==> src/rtl/chan_rr_arbiter.sv <==
// ---- chan_rr_arbiter : shares one sync/notify output channel among N requesters, one buffered word at a time (rev 1.0)
`default_nettype none

module chan_rr_arbiter #(
   parameter int N      = 4,
   parameter int DATA_W = 32,
   parameter int IDX_W  = $clog2(N)
) (
   input  logic                  clk,
   input  logic                  rst,
   input  logic [N*DATA_W-1:0]   req_data,
   input  logic [N-1:0]          req_sync,
   output logic [N-1:0]          req_notify,
   input  logic                  prio_mode,
   output logic [DATA_W-1:0]     out_data,
   output logic [IDX_W-1:0]      out_src,
   output logic                  out_notify,
   input  logic                  out_sync,
   output logic [15:0]           xfer_count
);

   typedef enum logic [1:0] {
      IDLE  = 2'd0,
      GRANT = 2'd1,
      SEND  = 2'd2
   } state_t;

   state_t            state, state_nxt;
   logic [IDX_W-1:0]  last_grant, last_grant_nxt;
   logic [IDX_W-1:0]  grant_idx, grant_idx_nxt;
   logic [IDX_W-1:0]  rr_winner, fp_winner, winner;
   logic [N-1:0]      req_notify_nxt;
   logic              out_notify_nxt;
   logic [DATA_W-1:0] out_data_nxt;
   logic [IDX_W-1:0]  out_src_nxt;
   logic [15:0]       xfer_count_nxt;

   // Both scans run downward so the last hit is the nearest candidate.
   always_comb begin
      int               sum;
      logic [IDX_W-1:0] idx;
      rr_winner = '0;
      fp_winner = '0;
      sum       = 0;
      idx       = '0;
      for (int k = N; k >= 1; k--) begin
         sum = int'(last_grant) + k;
         if (sum >= N) sum = sum - N;
         idx = IDX_W'(sum);
         if (req_sync[idx]) rr_winner = idx;
      end
      for (int i = N - 1; i >= 0; i--) begin
         idx = IDX_W'(i);
         if (req_sync[idx]) fp_winner = idx;
      end
   end

   assign winner = prio_mode ? fp_winner : rr_winner;

   always_comb begin
      state_nxt      = state;
      last_grant_nxt = last_grant;
      grant_idx_nxt  = grant_idx;
      req_notify_nxt = '0;
      out_notify_nxt = 1'b0;
      out_data_nxt   = out_data;
      out_src_nxt    = out_src;
      xfer_count_nxt = xfer_count;
      case (state)
         IDLE: begin
            if (req_sync != '0) begin
               state_nxt              = GRANT;
               grant_idx_nxt          = winner;
               req_notify_nxt[winner] = 1'b1;
            end
         end
         GRANT: begin
            // A withdrawn request returns to IDLE without touching last_grant.
            if (req_sync[grant_idx]) begin
               state_nxt      = SEND;
               out_data_nxt   = req_data[grant_idx*DATA_W +: DATA_W];
               out_src_nxt    = grant_idx;
               out_notify_nxt = 1'b1;
            end else begin
               state_nxt = IDLE;
            end
         end
         SEND: begin
            if (out_sync) begin
               state_nxt      = IDLE;
               last_grant_nxt = out_src;
               xfer_count_nxt = xfer_count + 16'd1;
            end else begin
               out_notify_nxt = 1'b1;
            end
         end
         default: state_nxt = IDLE;
      endcase
   end

   always_ff @(posedge clk or negedge rst) begin
      if (!rst) begin
         state      <= IDLE;
         last_grant <= IDX_W'(N - 1);
         grant_idx  <= '0;
         req_notify <= '0;
         out_notify <= 1'b0;
         out_data   <= '0;
         out_src    <= '0;
         xfer_count <= '0;
      end else begin
         state      <= state_nxt;
         last_grant <= last_grant_nxt;
         grant_idx  <= grant_idx_nxt;
         req_notify <= req_notify_nxt;
         out_notify <= out_notify_nxt;
         out_data   <= out_data_nxt;
         out_src    <= out_src_nxt;
         xfer_count <= xfer_count_nxt;
      end
   end

endmodule

`default_nettype wire

==> config.mk <==
export PLATFORM = sky130hd
export DESIGN_NAME = chan_rr_arbiter
export DESIGN_NICKNAME = d
export VERILOG_FILES = /design/src/rtl/chan_rr_arbiter.sv
export SDC_FILE = /design/constraint.sdc
export NUM_CORES = 1
export LEC_CHECK = 0
export ABC_AREA = 1
export CORE_ASPECT_RATIO = 1.25
export CORE_MARGIN = 1.5
export CORE_UTILIZATION = 36
export CTS_CLUSTER_DIAMETER = 30
export DETAILED_ROUTE_END_ITERATION = 12
export GPL_TIMING_DRIVEN = 0
export PLACE_DENSITY = 0.78
export SLEW_MARGIN = 20
export SYNTH_ARGS = -nofsm -noshare
export SYNTH_HDL_FRONTEND = slang
export SYNTH_SLANG_ARGS = --single-unit
==> constraint.sdc <==
create_clock -name clk -period 1.8 [get_ports clk]
set_clock_uncertainty 0.2 [all_clocks]
set_input_delay 0.45 -clock clk [delete_from_list [all_inputs] [get_ports clk]]
set_output_delay 0.45 -clock clk [all_outputs]
set_load 0.03 [all_outputs]
# After elaboration in Yosys (flattened, before gate mapping)
# Cells that the tools add are included.
[word_totals] ff_bits=61 word_cells=74 out_inout_bits=55
[classes] n_reduce_logical=7 eq_ne=4 n_addsub=9 muxes=34 shift=1 n_lt_le_gt_ge=11
[ops] cell="indexed part select 128 x 8 -> 32 bit" count=1
[ops] cell="2-to-1 mux 2 bit" count=16
[ops] cell="< comparator 2 x 3 -> 1 bit (second input constant)" count=6
[ops] cell="adder 16 x 1 -> 16 bit (second input constant)" count=1
[ops] cell="binary-select mux 1 bit (select 2 bit)" count=5
[ops] cell="greater-or-equal comparator 3 bit (second input constant)" count=3
[ops] cell="2-to-1 mux 1 bit" count=8
[ops] cell="2-to-1 mux 4 bit" count=2
[ops] cell="AND reduction 2 bit" count=4
[ops] cell="subtractor 2 x 1 -> 2 bit (second input constant)" count=4
[ops] cell="adder 2 x 2 -> 3 bit (second input constant)" count=2
[ops] cell="case mux 2 bit (3 select lines)" count=1
[ops] cell="adder 2 x 3 -> 4 bit (second input constant)" count=1
[ops] cell="greater-or-equal comparator 4 x 3 -> 1 bit (second input constant)" count=1
[ops] cell="!= test 2 bit (second input constant)" count=2
[ops] cell="nonzero test 4 bit" count=1
[ops] cell="adder 2 x 1 -> 3 bit (second input constant)" count=1
[ops] cell="demux 1 bit (select 2 bit)" count=1
[ops] cell="== test 2 x 1 -> 1 bit (second input constant)" count=1
[ops] cell="== test 2 bit (second input constant)" count=1
[ops] cell="greater-or-equal comparator 2 x 1 -> 1 bit (second input constant)" count=1
[ops] cell="logical NOT 2 bit" count=1
[ops] cell="case mux 1 bit (2 select lines)" count=1
[ops] cell="logical AND 1 bit" count=1

# Logic depth before layout (Yosys ltp)
[depth] word_depth=16 ltp_mapped=12 depth_no_buf=12

# Worst setup path after synthesis
# No wires, ideal clock.
[synth_timing] path_type="reg2reg" startpoint="register state[0]" endpoint="register xfer_count[14]" synth_period_minus_slack_ns=1.913 path_slack_ns=-0.113 path_buffers=0 t_arrival_ns=1.595 path_stages_with_launch=12 cell_sequence="dfrtp_1 -> inv_1 -> ha_1 -> nand2_1 -> inv_2 -> nand2_1 -> nor2_1 -> nand2_1 -> nor2_2 -> nand4_1 -> xor2_1 -> inv_1"
[synth_via] elab_chain_len=2
[synth_lines] item="from (decl)" line_no="28" rtl="state_t state, state_nxt;"
[synth_lines] item="from (signal assigned)" line_no="112" rtl="state <= state_nxt;"
[synth_lines] item="== test 2 bit" line_no="69" rtl="case (state)"
[synth_lines] item="AND reduction 2 bit (no line)"
[synth_lines] item="to (signal assigned)" line_no="119" rtl="xfer_count <= xfer_count_nxt;"
[synth_lines] item="to (decl)" line_no="19" rtl="output logic [15:0] xfer_count"
# Every way passes these cells.
# A chain may end at the register's enable or synchronous reset.

# Worst setup path in the final report
[layout_timing] startpoint="register last_grant[0]" endpoint="register req_notify[2]"
[layout_via] elab_chain_len=16 word_cells_on_any_way=36
[layout_lines] item="from (decl)" line_no="29" rtl="logic [IDX_W-1:0] last_grant, last_grant_nxt;"
[layout_lines] item="from (signal assigned)" line_no="104" rtl="last_grant <= IDX_W'(N - 1);"
[layout_lines] item="from (signal assigned)" line_no="113" rtl="last_grant <= last_grant_nxt;"
[layout_lines] item="adder 2 x 3 -> 4 bit" line_no="47" rtl="sum = int'(last_grant) + k;"
[layout_lines] item="greater-or-equal comparator 4 x 3 -> 1 bit or subtractor 2 x 1 -> 2 bit (tied branches)" line_no="48" rtl="if (sum >= N) sum = sum - N;"
[layout_lines] item="2-to-1 mux 2 bit" line_no="48"
[layout_lines] item="binary-select mux 1 bit (select 2 bit)" line_no="50" rtl="if (req_sync[idx]) rr_winner = idx;"
[layout_lines] item="2-to-1 mux 1 bit (not written as such)" line_no="50"
[layout_lines] item="2-to-1 mux 2 bit (3 in a row)" line_no="50"
[layout_lines] item="2-to-1 mux 2 bit (*)" line_no="50"
[layout_lines] item="2-to-1 mux 2 bit (*)" line_no="58" rtl="assign winner = prio_mode ? fp_winner : rr_winner;"
[layout_lines] item="< comparator 2 x 3 -> 1 bit (not written as such) or greater-or-equal comparator 2 x 1 -> 1 bit (tied branches)" line_no="74" rtl="req_notify_nxt[winner] = 1'b1;"
[layout_lines] item="logical AND 1 bit (not written as such)" line_no="74"
[layout_lines] item="2-to-1 mux 1 bit (not written as such)" line_no="74"
[layout_lines] item="demux 1 bit (select 2 bit) (*)" line_no="74"
[layout_lines] item="2-to-1 mux 4 bit (*)" line_no="71" rtl="if (req_sync != '0) begin"
[layout_lines] item="2-to-1 mux 4 bit (*)" line_no="69"
[layout_lines] item="via req_notify_nxt[2]" line_no="32" rtl="logic [N-1:0] req_notify_nxt;"
[layout_lines] item="to (signal assigned)" line_no="115" rtl="req_notify <= req_notify_nxt;"
[layout_lines] item="to (decl)" line_no="13" rtl="output logic [N-1:0] req_notify,"
# The timed path passes the listed nets; every way through them passes the cells marked *. The select of a mux whose other input is x is not followed.

==> impl_metrics.tcl <==
set metrics [dict create \
    cts_max_level 3 \
    drc 0 \
    tightest_slew_ns 0.525 \
    worstHoldPathType "flop to flop" \
    synth-edff-count 0 \
    p_seq_frac 0.224 \
    fp-row-count 40 \
    antenna_found_initial 0 \
    powerDensity_nw_per_um2 1630 \
    die-width_um 92.0 \
    drive_gt1_frac 0.220 \
    maxSlewHeadroom 0.650 \
    holdWs_ns 0.274 \
    synth_cell_types 29 \
    port_buffers 190 \
    max_freq_ghz 0.516 \
    stdcell_count 785 \
    initial_utilization 0.371 \
    period_needed_ns 1.94 \
    wl_per_cell_um 16.3 \
    hpwl_um 9200 \
    p_leak_nw 2.95 \
    status "finished with violations" \
    root_buffer "clkbuf_16" \
    vias 3995 \
    grt_overflow 0 \
    grt_max_degree 38 \
    ys_ff_latch 61 \
    wirelength_um 12800 \
    preCtsSetupSlack_ns -0.625 \
    arrival_ns 1.96 \
    drv_slew 0 \
    worst_slack_ns -0.140 \
    startpoint_type "flop" \
    ir_worst_vdd_mv 0.843 \
    crit_fanout 8 \
    vias_per_cell 5.09 \
    p_sw_w 0.00446 \
    setup_viol 29 \
    area_delta_synth_final_pct 78.3 \
    drt_iter0_markers 112 \
    first_pass_iters 4 \
    io_pins 191 \
    cts_tree "built" \
    ys.flop_type "dfrtp_1" \
    cp_data_required_time_ns 1.82 \
    p_clk_frac 0.183 \
    p_int_w 0.00591 \
    violations "negative setup slack" \
    crit_type "flop to flop" \
    rsz0062_at_grt "yes" \
    n_antenna_cell 0 \
    hold_viol 0 \
    clock_sinks 61 \
    nets 794 \
    cap_violations 0 \
    core_um2 9610 \
    clkLatencyLatePin_ns 0.33 \
    nFillCells 791 \
    gp_congestion 0.841 \
    yosysSeqAreaShare 0.429 \
    ys_async_sr_fraction 1.00 \
    syn_area_um2 3570 \
    worstSetupEndpointType "flop" \
    clockBufferDepth 2 \
    period_share 1.08 \
    track_usage 0.242 \
    final_core_util 0.662 \
    grt_pass1_vias 4192 \
    power_w 0.0104 \
    die_area_um2 10500 \
    yosysWarnings 0 \
    synth_nets 569 \
    synth_cells 429 \
    dp_cells 746 \
    p_sw_frac 0.430 \
    ant_nets 0 \
    numCtsBuffers 9 \
    grt_pass1_wl_um 19500 \
    die_y_um 114 \
    clkTransAtPathRegs_ns 0.05 \
    power_frac_comb 0.593 \
    syn_area_per_cell_um2 8.32 \
]
[per-layer routing]
layer | vias up | GRT usage | part of all wire
li1 | 1910 | - | -
met1 | 1903 | 0.256 | 0.39
met2 | 152 | 0.440 | 0.52
met3 | 30 | 0.0684 | 0.065
met4 | 0 | 0.111 | 0.028
met5 | - | 0 | 0
[cells by family after synthesis]
family | after synthesis | synth area share
compound gates | 117 | 0.179
xor+xnor | 14 | 0.0344
fa+ha+maj | 4 | 0.0140
buf+inv | 51 | 0.0610
flops | 61 | 0.429
mux | 32 | 0.116
simple gates | 150 | 0.167
[worst paths after layout]
kind | slack, ns | cells after the start | startpoint | endpoint
min in group asynchronous | 0.37 | 2 | rst | xfer_count[8]$_DFFE_PN0P_
worst min register to register | 0.27 | 1 | xfer_count[15]$_DFFE_PN0P_ | xfer_count[15]$_DFFE_PN0P_
worst max-delay path | -0.14 | 10 | last_grant[0]$_DFFE_PN1P_ | req_notify[2]$_DFF_PN0_
max in group asynchronous | 0.46 | 3 | rst | last_grant[0]$_DFFE_PN1P_
worst max register to register | -0.14 | 10 | last_grant[0]$_DFFE_PN1P_ | req_notify[2]$_DFF_PN0_
worst min-delay path | 0.27 | 1 | xfer_count[15]$_DFFE_PN0P_ | xfer_count[15]$_DFFE_PN0P_
[worst max-delay path, stage by stage (launching register included)]
cell,delay [ns]
dfstp_2,0.66
buf_4,0.16
nand2_1,0.06
nand3_1,0.13
nand2_1,0.09
o21ai_1,0.15
nand2_1,0.08
nand3_2,0.10
nand2_2,0.06
nand2_2,0.08
nor2_1,0.05
[cell type report]
cell class,count,area (um^2),share of cell area
Timing Repair Buffer,214,2050,0.323
Multi-Input combinational cell,317,2010,0.316
Sequential cell,61,1530,0.241
Clock buffer,12,256,0.0403
Buffer,23,161,0.0254
Tap cell,126,158,0.0248
Inverter,27,111,0.0175
Clock inverter,4,70.1,0.0110
Timing Repair inverter,1,5.00,0.000787
[power groups by stage]
stage	clock, W	sequential [W]	combinational, W
after floorplan	0	0.00320	0.00259
after global placement	0	0.00229	0.00552
after detailed placement	0	0.00232	0.00563
after CTS	0.00192	0.00230	0.00593
after global routing	0.00198	0.00238	0.00659
final	0.00190	0.00232	0.00615
[cells in the mapped netlist (3+ instances only)]
master,number,share of area
nand3_1,10,0.014
nand4_1,3,0.0053
xor2_1,10,0.025
clkbuf_1,17,0.018
a21oi_1,3,0.0042
o21ai_0,74,0.10
buf_2,3,0.0042
mux2_4,14,0.059
nand2_1,53,0.056
dfrtp_1,59,0.41
inv_1,25,0.026
nor2_1,81,0.085
ha_1,4,0.014
mux2_2,18,0.057
buf_6,3,0.0095
xnor2_1,4,0.0098
o22ai_1,32,0.056
[stage by stage]
stage               instance area [um^2]  setup TNS, ns
detailed placement                  5680         -26.27
finish                              6360          -1.52
floorplan                           3600       -0.00342
global route                        6360          -4.05
global placement                    5660        -136.17
CTS                                 6270         -0.517
[repair_timing]
item / in CTS / in global routing
setup buffers: 18 / 3
endpoints found under the hold margin: 24 / 0
gates cloned: 1 / 1
pin swaps: 17 / 11
resized for setup: 124 / 53
hold buffers: 1 / 0
endpoints found under the setup margin: 103 / 58
[layout by cell type (no fill, tap or decap), types with 3 or more instances in the layout]
cell,instances
mux2_4,22
nand2_4,3
clkbuf_2,13
inv_1,21
nand4_1,3
clkinv_2,3
dlygate4sd2_1,45
o22ai_1,32
mux2_2,10
buf_6,6
xnor2_1,4
xor2_1,10
clkdlybuf4s50_1,129
clkbuf_1,6
buf_4,19
dfrtp_1,57
nand3_1,8
nand2_1,32
nand2_2,18
o21ai_1,8
buf_12,3
ha_1,3
nor2_4,6
clkbuf_16,9
clkdlybuf4s15_1,7
nor2_1,74
clkbuf_4,3
o21ai_0,67
inv_2,3
[state kept, by name, summed over array words and instances (netlist names)]
name and cells:
out_data 32, out_src 2, req_notify 4, xfer_count 16, last_grant 2, grant_idx 2
state 2, out_notify 1
(Power assumes the default switching activity.)
